[src/rtl/lmem_arbiter_pkg.sv]
// Shared definitions for the layer-memory arbiter: csel layer codes, FSM state
// encoding, default memory widths and the pointer-width helper.
package lmem_arbiter_pkg;

  localparam int LMEM_AW = 12;
  localparam int LMEM_DW = 20;

  localparam logic [2:0] CSEL_L0_K0 = 3'd1;
  localparam logic [2:0] CSEL_L0_K1 = 3'd2;
  localparam logic [2:0] CSEL_L1_K0 = 3'd3;
  localparam logic [2:0] CSEL_L1_K1 = 3'd4;
  localparam logic [2:0] CSEL_L2    = 3'd5;

  typedef enum logic [1:0] {
    ST_IDLE   = 2'd0,
    ST_ACTIVE = 2'd1,
    ST_LOCK   = 2'd2
  } arb_state_e;

  function automatic int ptr_width(input int n);
    return (n > 1) ? $clog2(n) : 1;
  endfunction

endpackage

[src/rtl/lmem_rr_pick.sv]
// Combinational NREQ-way round-robin picker: first valid & unmasked requester
// found searching upward from ptr, wrapping modulo NREQ.
module lmem_rr_pick
  import lmem_arbiter_pkg::*;
#(
  parameter int NREQ = 3,
  parameter int PW   = ptr_width(NREQ)
) (
  input  logic [NREQ-1:0] valid,
  input  logic [PW-1:0]   ptr,
  input  logic [NREQ-1:0] mask,
  output logic [NREQ-1:0] grant,
  output logic [PW-1:0]   gnt_idx,
  output logic            any
);

  always_comb begin
    int          idx;
    logic [PW-1:0] ix;
    grant   = '0;
    gnt_idx = '0;
    any     = 1'b0;
    idx     = 0;
    ix      = '0;
    for (int k = 0; k < NREQ; k++) begin
      idx = (int'(ptr) + k) % NREQ;
      ix  = PW'(idx);
      if (!any && valid[ix] && mask[ix]) begin
        any       = 1'b1;
        grant[ix] = 1'b1;
        gnt_idx   = ix;
      end
    end
  end

endmodule

[src/rtl/lmem_arbiter.sv]
// Layer-memory arbiter: round-robin access of NREQ requesters to one memory port,
// registered issue, read responses tagged back to their owner two cycles later.
// Optional requester lock enabled by macro LMEM_ARBITER_LOCK_EN.
module lmem_arbiter
  import lmem_arbiter_pkg::*;
#(
  parameter int NREQ = 3,
  parameter int AW   = LMEM_AW,
  parameter int DW   = LMEM_DW
) (
  input  logic                 clk,
  input  logic                 reset,
`ifdef LMEM_ARBITER_LOCK_EN
  input  logic [NREQ-1:0]      req_lock,
`endif
  input  logic [NREQ-1:0]      req_valid,
  input  logic [NREQ-1:0]      req_we,
  input  logic [3*NREQ-1:0]    req_sel,
  input  logic [AW*NREQ-1:0]   req_addr,
  input  logic [DW*NREQ-1:0]   req_wdata,
  output logic [NREQ-1:0]      req_ready,
  output logic [NREQ-1:0]      rsp_valid,
  output logic [DW-1:0]        rsp_data,
  output logic                 cwr,
  output logic                 crd,
  output logic [AW-1:0]        caddr_wr,
  output logic [AW-1:0]        caddr_rd,
  output logic [DW-1:0]        cdata_wr,
  output logic [2:0]           csel,
  input  logic [DW-1:0]        cdata_rd,
  output logic                 arb_idle
);

  localparam int PW = ptr_width(NREQ);

  logic            cwr_q, cwr_d, crd_q, crd_d;
  logic [AW-1:0]   caddr_wr_q, caddr_wr_d, caddr_rd_q, caddr_rd_d;
  logic [DW-1:0]   cdata_wr_q, cdata_wr_d;
  logic [2:0]      csel_q, csel_d;
  logic [NREQ-1:0] rd_tag_q, rd_tag_d, rsp_valid_q, rsp_valid_d;
  logic [PW-1:0]   ptr_q, ptr_d;
  arb_state_e      state_q, state_d;

  logic [NREQ-1:0] mask, grant;
  logic [PW-1:0]   gnt_idx;
  logic            any;

`ifdef LMEM_ARBITER_LOCK_EN
  logic [NREQ-1:0] lock_owner_q, lock_owner_d;
  assign mask = (state_q == ST_LOCK) ? lock_owner_q : '1;
`else
  assign mask = '1;
`endif

  lmem_rr_pick #(.NREQ(NREQ), .PW(PW)) u_pick (
    .valid   (req_valid),
    .ptr     (ptr_q),
    .mask    (mask),
    .grant   (grant),
    .gnt_idx (gnt_idx),
    .any     (any)
  );

  assign req_ready = grant;

  always_comb begin
    cwr_d       = 1'b0;
    crd_d       = 1'b0;
    caddr_wr_d  = caddr_wr_q;
    caddr_rd_d  = caddr_rd_q;
    cdata_wr_d  = cdata_wr_q;
    csel_d      = csel_q;
    rd_tag_d    = '0;
    rsp_valid_d = rd_tag_q;
    ptr_d       = ptr_q;
    // A read issued this cycle returns data next cycle, so stay active for it.
    state_d     = (any || crd_q) ? ST_ACTIVE : ST_IDLE;
    if (any) begin
      ptr_d  = (gnt_idx == PW'(NREQ - 1)) ? '0 : gnt_idx + PW'(1);
      csel_d = req_sel[int'(gnt_idx)*3 +: 3];
      if (req_we[gnt_idx]) begin
        cwr_d      = 1'b1;
        caddr_wr_d = req_addr[int'(gnt_idx)*AW +: AW];
        cdata_wr_d = req_wdata[int'(gnt_idx)*DW +: DW];
      end else begin
        crd_d      = 1'b1;
        caddr_rd_d = req_addr[int'(gnt_idx)*AW +: AW];
        rd_tag_d   = grant;
      end
    end
`ifdef LMEM_ARBITER_LOCK_EN
    lock_owner_d = lock_owner_q;
    if (state_q == ST_LOCK && !any) state_d = ST_LOCK;
    if (any && req_lock[gnt_idx]) begin
      state_d      = ST_LOCK;
      lock_owner_d = grant;
    end
`endif
  end

  always_ff @(posedge clk) begin
    if (reset) begin
      cwr_q       <= 1'b0;
      crd_q       <= 1'b0;
      caddr_wr_q  <= '0;
      caddr_rd_q  <= '0;
      cdata_wr_q  <= '0;
      csel_q      <= '0;
      rd_tag_q    <= '0;
      rsp_valid_q <= '0;
      ptr_q       <= '0;
      state_q     <= ST_IDLE;
`ifdef LMEM_ARBITER_LOCK_EN
      lock_owner_q <= '0;
`endif
    end else begin
      cwr_q       <= cwr_d;
      crd_q       <= crd_d;
      caddr_wr_q  <= caddr_wr_d;
      caddr_rd_q  <= caddr_rd_d;
      cdata_wr_q  <= cdata_wr_d;
      csel_q      <= csel_d;
      rd_tag_q    <= rd_tag_d;
      rsp_valid_q <= rsp_valid_d;
      ptr_q       <= ptr_d;
      state_q     <= state_d;
`ifdef LMEM_ARBITER_LOCK_EN
      lock_owner_q <= lock_owner_d;
`endif
    end
  end

  assign cwr       = cwr_q;
  assign crd       = crd_q;
  assign caddr_wr  = caddr_wr_q;
  assign caddr_rd  = caddr_rd_q;
  assign cdata_wr  = cdata_wr_q;
  assign csel      = csel_q;
  assign rsp_valid = rsp_valid_q;
  assign rsp_data  = (|rsp_valid_q) ? cdata_rd : '0;
  assign arb_idle  = (state_q == ST_IDLE) && (req_valid == '0);

endmodule

[config.mk]
export PLATFORM = sky130hd
export DESIGN_NAME = lmem_arbiter
export DESIGN_NICKNAME = d
export VERILOG_FILES = /design/src/rtl/lmem_arbiter_pkg.sv /design/src/rtl/lmem_rr_pick.sv /design/src/rtl/lmem_arbiter.sv
export SDC_FILE = /design/constraint.sdc
export NUM_CORES = 1
export LEC_CHECK = 0
export CORE_MARGIN = 2
export CORE_UTILIZATION = 42
export DETAILED_ROUTE_END_ITERATION = 8
export PLACE_DENSITY = 0.87
export SYNTH_ARGS = -nofsm -noshare
export SYNTH_HDL_FRONTEND = slang
export SYNTH_SLANG_ARGS = --single-unit
[constraint.sdc]
create_clock -name clk -period 6.53 [get_ports clk]
set_input_delay 0.9795 -clock clk [delete_from_list [all_inputs] [get_ports clk]]
set_output_delay 0.9795 -clock clk [all_outputs]
set_load 0.05 [all_outputs]
Word level (Yosys, flattened, before mapping)
Cells that the tools add are included.
- output and inout bits: 76
- register bits after elaboration: 59
- magnitude comparators: 7
- reduce and logical (&&, ||, !) cells: 19
- eq/ne operators: 1
- multiplexer cells: 34
- add/sub/neg operators: 3
- bitwise logic cells: 4
- multipliers: 3
- divide/modulo/power cells: 3
- shifts and indexed selects: 3
- operator list (kind ; count):
    32-bit by 3-bit modulo with 32-bit output, second input constant ; 2
    60-bit by 8-bit indexed part select with 20-bit output ; 1
    36-bit by 7-bit indexed part select with 12-bit output ; 1
    3-bit by 3-bit modulo with 32-bit output, second input constant ; 1
    20-bit two-way mux ; 1
    1-bit two-way mux ; 16
    1-bit binary-select mux with 2-bit select ; 7
    2-bit by 3-bit < comparator with 1-bit output, second input constant ; 4
    1-bit logical AND ; 9
    3-bit two-way mux ; 3
    9-bit by 5-bit indexed part select with 3-bit output ; 1
    2-bit by 2-bit multiplier with 4-bit output, second input constant ; 2
    2-bit two-way mux ; 4
    1-bit demux with 2-bit select ; 3
    2-bit by 1-bit greater-or-equal comparator with 1-bit output, second input constant ; 3
    3-bit OR ; 2
    3-bit OR reduction ; 2
    2-bit by 3-bit multiplier with 5-bit output, second input constant ; 1
    2-bit AND reduction ; 2
    2-bit by 1-bit adder with 3-bit output, second input constant ; 1
    2-bit by 2-bit adder with 3-bit output, second input constant ; 1
    3-bit logical NOT ; 1
    2-bit by 1-bit adder with 2-bit output, second input constant ; 1
    2-bit == test, second input constant ; 1
    5 further kinds ; 7

Depth between registers and ports, before layout
- depth after elaboration: 17
- depth in mapped cells: 11
- mapped depth without buffers: 8

Modules after synthesis
Synthesis repeated with hierarchy kept, for this count alone.
- cells, all modules: 351
- area, all modules: 3326.9 um^2
- by module, submodules not included (module ; seq. area each (um^2) ; cells an instance ; instances ; area each (um^2)):
    lmem_arbiter ; 1161.1 ; 311 ; 1 ; 3037.9
    lmem_rr_pick ; 0.0 ; 40 ; 1 ; 289.0

Least setup slack after synthesis
No wires, ideal clock.
- path type: input-to-output
- from: input req_valid[2]
- to: output arb_idle
- path slack: 2887 ps
- stages on the path: 2
- data arrival time: 2663 ps
- path buffers: 1
- cell sequence: buf_4 -> nor4_1
- cells in the longest elaborated chain, start to end: 2
- ends and longest elaborated chain (item ; RTL line ; source):
    from (decl) ; lmem_arbiter.sv:16 ; input logic [NREQ-1:0] req_valid,
    3-bit logical NOT ; lmem_arbiter.sv:141 ; assign arb_idle = (state_q == ST_IDLE) && (req_valid == '0);
    1-bit logical AND ; lmem_arbiter.sv:141 ;
    to (decl) ; lmem_arbiter.sv:31 ; output logic arb_idle
No other way between the ends.

Worst setup path after layout
- from: input req_valid[2]
- to: output req_ready[0]
- cells in the longest elaborated chain, start to end: 12
- ends and longest elaborated chain (item ; RTL line ; source):
    1-bit binary-select mux with 2-bit select ; lmem_rr_pick.sv:28 ; if (!any && valid[ix] && mask[ix]) begin
    1-bit two-way mux (not written as such) ; lmem_rr_pick.sv:28 ;
    1-bit logical AND ; lmem_rr_pick.sv:28 ;
    1-bit two-way mux ; lmem_rr_pick.sv:28 ;
    1-bit logical NOT ; lmem_rr_pick.sv:28 ;
    1-bit logical AND (2 in a row) ; lmem_rr_pick.sv:28 ;
    1-bit two-way mux ; lmem_rr_pick.sv:28 ;
    1-bit logical NOT ; lmem_rr_pick.sv:28 ;
    1-bit logical AND (2 in a row) ; lmem_rr_pick.sv:28 ;
    3-bit two-way mux * ; lmem_rr_pick.sv:28 ;
    to (decl) ; lmem_arbiter.sv:21 ; output logic [NREQ-1:0] req_ready,
Every way passes the cells marked *; elsewhere a longest branch is shown, timed or not. The select of a mux whose other input is x is not followed.

==> reports/results.txt <==
status: finished clean
fmax: 0.224 GHz
Fin. Hold Viols: 0
initial antenna violation count: 0
post-synthesis mux area share: 0.538%
main combinational cell family by area after synthesis: compound AO/OA/AOI/OAI gates
Final Setup Violations: 0
Setup Skew: 0.0119 ns
gr usage total: 26.6%
maximum VDD drop: 0.266 mV
commonest register cell after synthesis: dfxtp_1
Max Cap Viol: 0
Post-Synth Simple-Gate Area: 25.0%
Tcrit/Tclk final: 68.4%
H-Tree Level Count: 3
largest net degree at the start of global routing: 59
# Post-CTS Setup Buffers: 0
HP Class: reg2reg
Routed Antenna Nets: 0
hold_buf cts: 0
post-synthesis sequential area ratio: 31.2%
Post-synth ARST share: 0%
Synth Area in Adders: 1.34%
Antenna Cells: 0
Mapped Avg Cell Area: 9.24 um2
Synth Net Count: 540
Nets: 718
vias: 4179
Cell Area, Synth: 0.00372 mm2
gpl congestion: 0.805
Sink Count: 58
vias in the first global route: 4166
Cell variety after synth: 51
DR WL/cell: 19.4 um
CP cell instances: clkdlybuf4s50_1 > and4bb_1 > a31oi_2 > o21ai_0 > a221oi_1 > nor2_1 > clkdlybuf4s50_1
worst-path maximum fanout: 11
Reg2Reg Depth: 9
Layout Utilization: 68.5%
core area: 0.00868 mm2
worst path arrival time: 3.48 ns
first-pass GRT wire length: 20900 um
Worst Tran Pin Value: 1.29 ns
Die X: 98.2 um
CP peak stage delay: 0.71 ns
Starting DRT DRC Count: 222
Critical-path top delay cell: clkdlybuf4s50_1
DIE HEIGHT: 98.2 um
critical path endpoint category: output pin
Compound-Gate Fraction of Synth Area: 35.2%
CP Launch Type: input port
Clock Path Buffers: 2
WL final: 13500 um
Root Buffer: clkbuf_8
Vias/cell: 6.02
reg2reg setup slack: 2.57 ns
Remaining Overflow, GRT: 0
Starting Density: 42.9%
worst-skew pair later-pin latency: 0.34 ns
layout overhead on the synthesized area: 59.7%
die area: 0.00963 mm2
DRT Pass-1 Iters: 5
Slew Viols, Final: 0
share of cells above drive strength 1: 10.6%
XOR/XNOR Fraction of Synth Area: 0%
hpwl dp: 9530 um
Final Critical Period: 4.46 ns
Worst Setup Path Type: in2out
Lkg Pwr: 0.00213 uW
TritonCTS clock tree: yes
Setup crit end: req_ready[0]
CTS Buf Count: 9
I/O Buffers: 208
CTS clk-pin slew, worst paths: 0.07 ns
RSZ-0062 raised after global routing: no
DRC errors left: 0
post-synthesis cell count: 403
Worst setup startpoint: req_valid[2]
Rel. slew slack: 14.1%
post-cts sizing count: 0
io pins: 209
Yosys Warn Count: 0
Post-synth EDFFs: 0
power density cells: 525 mW/mm2
R2R Path End: cdata_wr[14]
Setup TNS: 0 ns
post-synthesis register bit count: 58
Site Rows: 34
Worst path most repeated cell: clkdlybuf4s50_1
r2r startpoint: ptr_q[0]
Critical Path RT: 5.55 ns
-- per-layer routing --
metal / up-vias / wire [um] / global-route usage [%]
met5: - / 0 / 0
met4: 0 / 319 / 9.27
met3: 30 / 1190 / 7.59
met2: 234 / 6810 / 46.9
met1: 2010 / 5150 / 30.8
li1: 1905 / - / -
-- synthesized netlist by cell type (all sizes together) (2+ instances only) --
cell type,n,share of area (%)
nand3b,5,1.3
o21a,2,0.44
and3,23,3.9
nand2,15,1.6
a31oi,3,0.67
buf,21,4.2
ha,4,1.3
a211oi,2,0.40
a311oi,21,5.4
inv,3,0.30
nand2b,46,7.7
mux2i,2,0.54
a21oi,6,1.2
dfxtp,58,31
nor2b,25,4.2
o32ai,44,16
clkbuf,22,2.2
a221oi,27,6.5
nor4,3,0.50
o41ai,3,0.71
nor2,45,4.5
o21ai,8,1.6
-- worst min path at each step --
stage,cells past startpoint,start,endpoint
finish,1,rd_tag_q[1],rsp_valid[1]
global route,1,rd_tag_q[2],rsp_valid[2]
global placement,1,rd_tag_q[0],rsp_valid[0]
CTS,1,rd_tag_q[1],rsp_valid[1]
detailed placement,1,rd_tag_q[1],rsp_valid[1]
floorplan,1,rd_tag_q[0],rsp_valid[0]
-- layout make-up --
| type | instances | area, um2 |
|---|---|---|
| fillers | 677 | 2730 |
| well taps | 108 | 135 |
| clock inverters | 5 | 53.8 |
| flip-flops and latches | 58 | 1160 |
| multi-input cells | 299 | 2330 |
| repair buffers | 210 | 2110 |
| clock buffers | 11 | 141 |
| inverters | 3 | 11.3 |
-- worst max-delay path, delay by kind of cell --
family / cells / cell delay, ns
compound gates: 3 / 0.74
buf+inv: 2 / 1.40
simple gates: 2 / 0.35
-- placed cells by master, fill, tap and decap left out, types with 2 or more instances in the layout --
master / synthesis / routed
clkdlybuf4s50_1: 0 / 208
dfxtp_1: 58 / 58
nand2b_1: 46 / 46
nor2_1: 45 / 45
o32ai_2: 29 / 29
a221oi_1: 26 / 26
nor2b_1: 25 / 25
and3_1: 23 / 23
a311oi_1: 20 / 20
o32ai_1: 15 / 15
nand2_1: 14 / 14
clkbuf_8: 0 / 10
o21ai_0: 4 / 4
nand3b_1: 4 / 4
a21oi_1: 4 / 4
ha_1: 4 / 4
inv_1: 3 / 3
nor4_1: 3 / 3
o41ai_1: 3 / 3
clkinv_2: 0 / 3
mux2i_1: 2 / 2
o21ai_2: 2 / 2
a31oi_1: 2 / 2
o21ai_4: 1 / 2
-- stage by stage --
step	setup WS, ns	instances	instance area (um2)	hold slack (ns)	power (uW)
final	2.07	694	5950	0.436	3120
after global routing	1.96	694	5950	0.449	3280
after CTS	2.07	694	5950	0.441	3130
after detailed placement	1.86	678	5750	0.425	2790
after global placement	2.04	678	5750	0.418	2730
after floorplan	2.89	403	3720	0.414	2210
-- registers in the layout, summed over array words and instances, names as in the netlist --
register and cells:
rd_tag_q 3, caddr_rd 12, rsp_valid 3, csel 3, state_q 1, caddr_wr 12
cdata_wr 20, crd 1, ptr_q 2, cwr 1
-- report_power, final --
group          internal (uW)  switching [uW]  total [uW]
clock                    185             147         333
combinational            801            1440        2240
sequential               479            66.9         546
-- logic make-up after synthesis --
| family | count (synthesis) |
|---|---|
| fa+ha+maj | 4 |
| simple gates | 168 |
| mux | 2 |
| compound gates | 125 |
| buf+inv | 46 |
| flops | 58 |
Note: power is estimated with default switching activity, not from simulation.
